File: src/rtl/pulse_stretch.sv
// rtl/pulse_stretch.sv - stretches single-cycle event pulses into timed high levels with a queued replay
// Optional feature: define PULSE_STRETCH_RETRIGGER_EN so that a pulse during HOLD extends q instead of queueing.
module pulse_stretch #(
  parameter int HOLD_CYCLES = 1000,
  parameter int GAP_CYCLES  = 500,
  parameter int PEND_W      = 3
) (
  input  logic              clk,
  input  logic              rst_n,
  input  logic              p,
  output logic              q,
  output logic              busy,
  output logic [PEND_W-1:0] pend_cnt,
  output logic              overflow
);

  localparam int MAX_CYC = (HOLD_CYCLES > GAP_CYCLES) ? HOLD_CYCLES : GAP_CYCLES;
  localparam int TW      = $clog2(MAX_CYC + 1);
  localparam logic [TW-1:0]     HOLD_LD  = TW'(HOLD_CYCLES - 1);
  localparam logic [TW-1:0]     GAP_LD   = TW'(GAP_CYCLES - 1);
  localparam logic [PEND_W-1:0] PEND_MAX = '1;

  typedef enum logic [1:0] {IDLE, HOLD, GAP} state_t;

  state_t            state, state_n;
  logic [TW-1:0]     timer, timer_n;
  logic [PEND_W-1:0] pend_n;
  logic              ovf_n;
  logic              enq;

  always_comb begin
    state_n = state;
    timer_n = timer;
    pend_n  = pend_cnt;
    ovf_n   = 1'b0;
    enq     = 1'b0;
    case (state)
      IDLE: begin
        if (p) begin
          state_n = HOLD;
          timer_n = HOLD_LD;
        end
      end
      HOLD: begin
`ifdef PULSE_STRETCH_RETRIGGER_EN
        if (p) begin
          timer_n = HOLD_LD;
        end else if (timer == '0) begin
          state_n = GAP;
          timer_n = GAP_LD;
        end else begin
          timer_n = timer - 1'b1;
        end
`else
        enq = p;
        if (timer == '0) begin
          state_n = GAP;
          timer_n = GAP_LD;
        end else begin
          timer_n = timer - 1'b1;
        end
`endif
      end
      GAP: begin
        if (timer == '0) begin
          // A pulse on the dequeue cycle replaces the dequeued slot, so the count is unchanged.
          if (pend_cnt != '0) begin
            state_n = HOLD;
            timer_n = HOLD_LD;
            if (!p) pend_n = pend_cnt - 1'b1;
          end else if (p) begin
            state_n = HOLD;
            timer_n = HOLD_LD;
          end else begin
            state_n = IDLE;
          end
        end else begin
          timer_n = timer - 1'b1;
          enq     = p;
        end
      end
      default: state_n = IDLE;
    endcase
    if (enq) begin
      if (pend_cnt == PEND_MAX) ovf_n = 1'b1;
      else                      pend_n = pend_cnt + 1'b1;
    end
  end

  always_ff @(posedge clk or negedge rst_n) begin
    if (!rst_n) begin
      state    <= IDLE;
      timer    <= '0;
      pend_cnt <= '0;
      q        <= 1'b0;
      busy     <= 1'b0;
      overflow <= 1'b0;
    end else begin
      state    <= state_n;
      timer    <= timer_n;
      pend_cnt <= pend_n;
      q        <= (state_n == HOLD);
      busy     <= (state_n != IDLE);
      overflow <= ovf_n;
    end
  end

endmodule

File: config.mk
export PLATFORM = sky130hd
export DESIGN_NAME = pulse_stretch
export DESIGN_NICKNAME = d
export VERILOG_FILES = /design/src/rtl/pulse_stretch.sv
export SDC_FILE = /design/constraint.sdc
export NUM_CORES = 1
export LEC_CHECK = 0
export CORE_ASPECT_RATIO = 1.25
export CORE_MARGIN = 1.5
export CORE_UTILIZATION = 53
export CTS_BUF_LIST = sky130_fd_sc_hd__clkbuf_16
export DETAILED_ROUTE_END_ITERATION = 8
export GPL_TIMING_DRIVEN = 1
export HOLD_SLACK_MARGIN = 0.03
export PLACE_DENSITY = 0.73
export SYNTH_ARGS = -nofsm -noshare
export SYNTH_HDL_FRONTEND = slang
export SYNTH_SLANG_ARGS = --single-unit
File: constraint.sdc
create_clock -name clk -period 5.1 [get_ports clk]
set_input_delay 1.02 -clock clk [delete_from_list [all_inputs] [get_ports clk]]
set_output_delay 1.02 -clock clk [all_outputs]
set_load 0.02 [all_outputs]
==> flow_metrics.py <==
metrics = {
    "setup_path": {
        "critPathLaunchType": "input port",
        "path_buf_inv": 1,
        "cp_cell_sequence": "clkdlybuf4s50_1, nor3b_1, o32ai_1, and4_1, a21oi_1, o22ai_1",
        "worstSetupPathType": "in2reg",
        "crit_slowest_cell": "clkdlybuf4s50_1",
        "r2r_cells": 4,
        "slowest_delay_ns": 0.55,
        "cp.depth": 6,
        "worstSetupEndpoint": "timer[9]$_DFFE_PN0P_",
        "cp.arrival_ns": 2.64,
        "cp.required_ns": 5.21,
        "startpoint": "p",
        "r2r-end": "timer[4]$_DFFE_PN0P_",
        "path_delay_family": "simple AND/OR/NAND/NOR gates",
        "crit_fanout": 8,
        "crit-reg2reg-launch": "timer[2]$_DFFE_PN0P_",
        "ff2ff_setup_slack_ns": 2.90,
        "end_kind": "flop",
    },
    "clock_network": {
        "clock_sinks": 18,
        "postCtsSetupBuffers": 0,
        "clk_path_buf_depth": 2,
        "numCtsBuffers": 3,
        "clk_latency_ns": 0.25,
        "h-tree-depth": 1,
        "cts_tree": "yes",
        "postCtsResizedCells": 0,
        "hold_buffers": 0,
        "clk_pin_slew_ns": 0.05,
        "cts_root_buf": "clkbuf_16",
    },
    "pwr": {
        "p_leak_nw": 0.628,
        "power_density_nw_per_um2": 651,
        "ir_drop_v": 0.000370,
    },
    "yosys": {
        "synth_fp_nets": 151,
        "ys_types": 46,
        "synthSimpleGateAreaFrac": 0.206,
        "synth_xor_area_frac": 0.00699,
        "synth_edf_count": 0,
        "synth-main-ff-cell": "dfrtp_1",
        "synth_top_family_by_area": "compound AO/OA/AOI/OAI gates",
        "avgSynthCellArea_um2": 9.15,
        "muxShareOfSynthArea": 0.0170,
        "synth-adder-area-share": 0.110,
        "synth_seq_area_share": 0.359,
        "ys_async_sr_fraction": 1.00,
        "synth_compound_gate_area_share": 0.247,
        "synthCells": 137,
        "synth_seq_cells": 18,
        "syn_area_um2": 1250,
        "ys_warn_count": 0,
    },
    "sta": {
        "final_max_slew_viol_count": 0,
        "rsz0062_at_grt": "false",
        "period_needed_ns": 2.53,
        "hold_viol": 0,
        "worst_pin_slew_ns": 0.828,
        "finClkSkew_ns": 0.00304,
        "fin_crit_sh": 0.496,
        "max_freq_ghz": 0.395,
        "slew_headroom": 0.446,
        "setup_viol": 0,
        "setup-tns-final_ns": 0,
    },
    "global_route": {
        "antenna_found_initial": 0,
        "grt_use_total": 0.282,
        "grt_max_degree": 19,
        "grt.overflow.total": 0,
        "grt_pass1_wl_um": 5460,
        "first_global_vias": 1233,
    },
    "cells_and_area": {
        "final_cell_mix": "dfrtp_1, inv_1, a21oi_1, nand2_1, ha_1",
        "diodes": 0,
        "fin_cells": 176,
        "mostFrequentLayoutCell": "dfrtp_1",
        "drive_gt1_frac": 0.0759,
        "fin_nets": 161,
        "fillerInstances": 198,
        "area_growth_pct": 14.2,
    },
    "detailed_routing": {
        "dr.first_iter.drc_count": 76,
        "drc_errors": 0,
        "wire_per_inst_um": 17.4,
        "vias_per_cell": 6.48,
        "wl_um": 3070,
        "firstDrtPassIters": 6,
        "drtAntennaViolNets": 0,
        "dr_total_vias": 1140,
    },
    "place": {
        "io_buffer_count": 8,
        "gp_congestion": 0.875,
        "dp.cells": 173,
        "dpl.hpwl_um": 2100,
    },
    "floorplan": {
        "row_count": 19,
        "die-area_um2": 2670,
        "ios": 9,
        "die_x_um": 46.5,
        "die_h_um": 57.4,
        "fp.coreArea_um2": 2210,
        "floorplan.initialDensity": 0.567,
    },
    "min_path": {
        "hold_class": "reg2reg",
    },
    "outcome": {
        "status": "finished, final reports clean",
    },
    "job": {
        "cap_viol_max_count": 0,
    },
}
-- report_power, final --
part | switching (mW) | internal (mW) | total, mW | leakage (nW)
combinational | 0.265 | 0.203 | 0.468 | 0.376
sequential | 0.0978 | 0.209 | 0.307 | 0.216
clock | 0.0532 | 0.103 | 0.156 | 0.0370
total | 0.416 | 0.516 | 0.932 | 0.628
-- area by class of cell --
cell class,instances,area [µm²],share of cell area
clock buffers,3,75.1,0.0524
flip-flops and latches,18,450,0.315
repair buffers,8,80.1,0.0559
inverters,14,52.6,0.0367
well taps,31,38.8,0.0271
multi-input cells,102,734,0.513
-- worst min path at each step --
stage                               startpoint                    to  slack (ns)  cells past startpoint
after floorplan           timer[8]$_DFFE_PN0P_  timer[8]$_DFFE_PN0P_        0.54                      1
after global placement    timer[8]$_DFFE_PN0P_  timer[8]$_DFFE_PN0P_        0.57                      1
after detailed placement  timer[8]$_DFFE_PN0P_  timer[8]$_DFFE_PN0P_        0.56                      1
after CTS                 timer[8]$_DFFE_PN0P_  timer[8]$_DFFE_PN0P_        0.58                      1
after global routing      timer[8]$_DFFE_PN0P_  timer[8]$_DFFE_PN0P_        0.60                      1
final                     timer[8]$_DFFE_PN0P_  timer[8]$_DFFE_PN0P_        0.58                      1
-- through the flow --
step	cell area, µm²	hold slack, ns	total power [mW]	util	setup WS (ns)
final	1430	0.580	0.932	0.647	2.57
after global routing	1430	0.601	1.00	0.647	2.56
after CTS	1430	0.581	0.925	0.647	2.68
after detailed placement	1360	0.562	0.758	0.613	2.44
after global placement	1360	0.568	0.743	0.613	2.53
after floorplan	1250	0.542	0.618	-	3.17
-- flip-flops by register name, indices dropped and copies added (netlist names) --
signal    flops
overflow      1
busy          1
q             1
state         2
pend_cnt      3
timer        10
-- synth_stat cells, types with 2 or more instances --
library cell,count,share of area
nor2_1,9,0.027
inv_1,14,0.042
dfrtp_1,18,0.36
nor3_1,2,0.0080
or4_1,3,0.018
a31oi_1,4,0.020
nand2_1,12,0.036
o22a_1,4,0.028
a21o_1,2,0.012
o21ai_1,2,0.0080
ha_1,11,0.11
o31ai_1,2,0.012
nand3_1,3,0.012
nor2b_1,3,0.015
a21oi_1,12,0.048
nor4_4,2,0.034
o21ai_0,3,0.012
a2111oi_0,2,0.014
nand2b_1,2,0.010
-- metal layers --
| metal | GRT usage | part of all wire |
|---|---|---|
| met4 | 0.163 | 0.018 |
| met3 | 0.0475 | 0.057 |
| met2 | 0.442 | 0.52 |
| met5 | 0 | 0 |
| met1 | 0.352 | 0.40 |
-- kinds of logic (layout without fill, tap and decap cells) --
| group | after synthesis | after routing |
|---|---|---|
| and+or+nand+nor | 44 | 44 |
| muxes | 2 | 2 |
| DFF | 18 | 18 |
| AOI/OAI and AO/OA | 44 | 44 |
| adders and majority gates | 11 | 11 |
| buffers and inverters | 17 | 25 |
| xor gates and xnor gates | 1 | 1 |
Power figures use the tool's default switching activity.
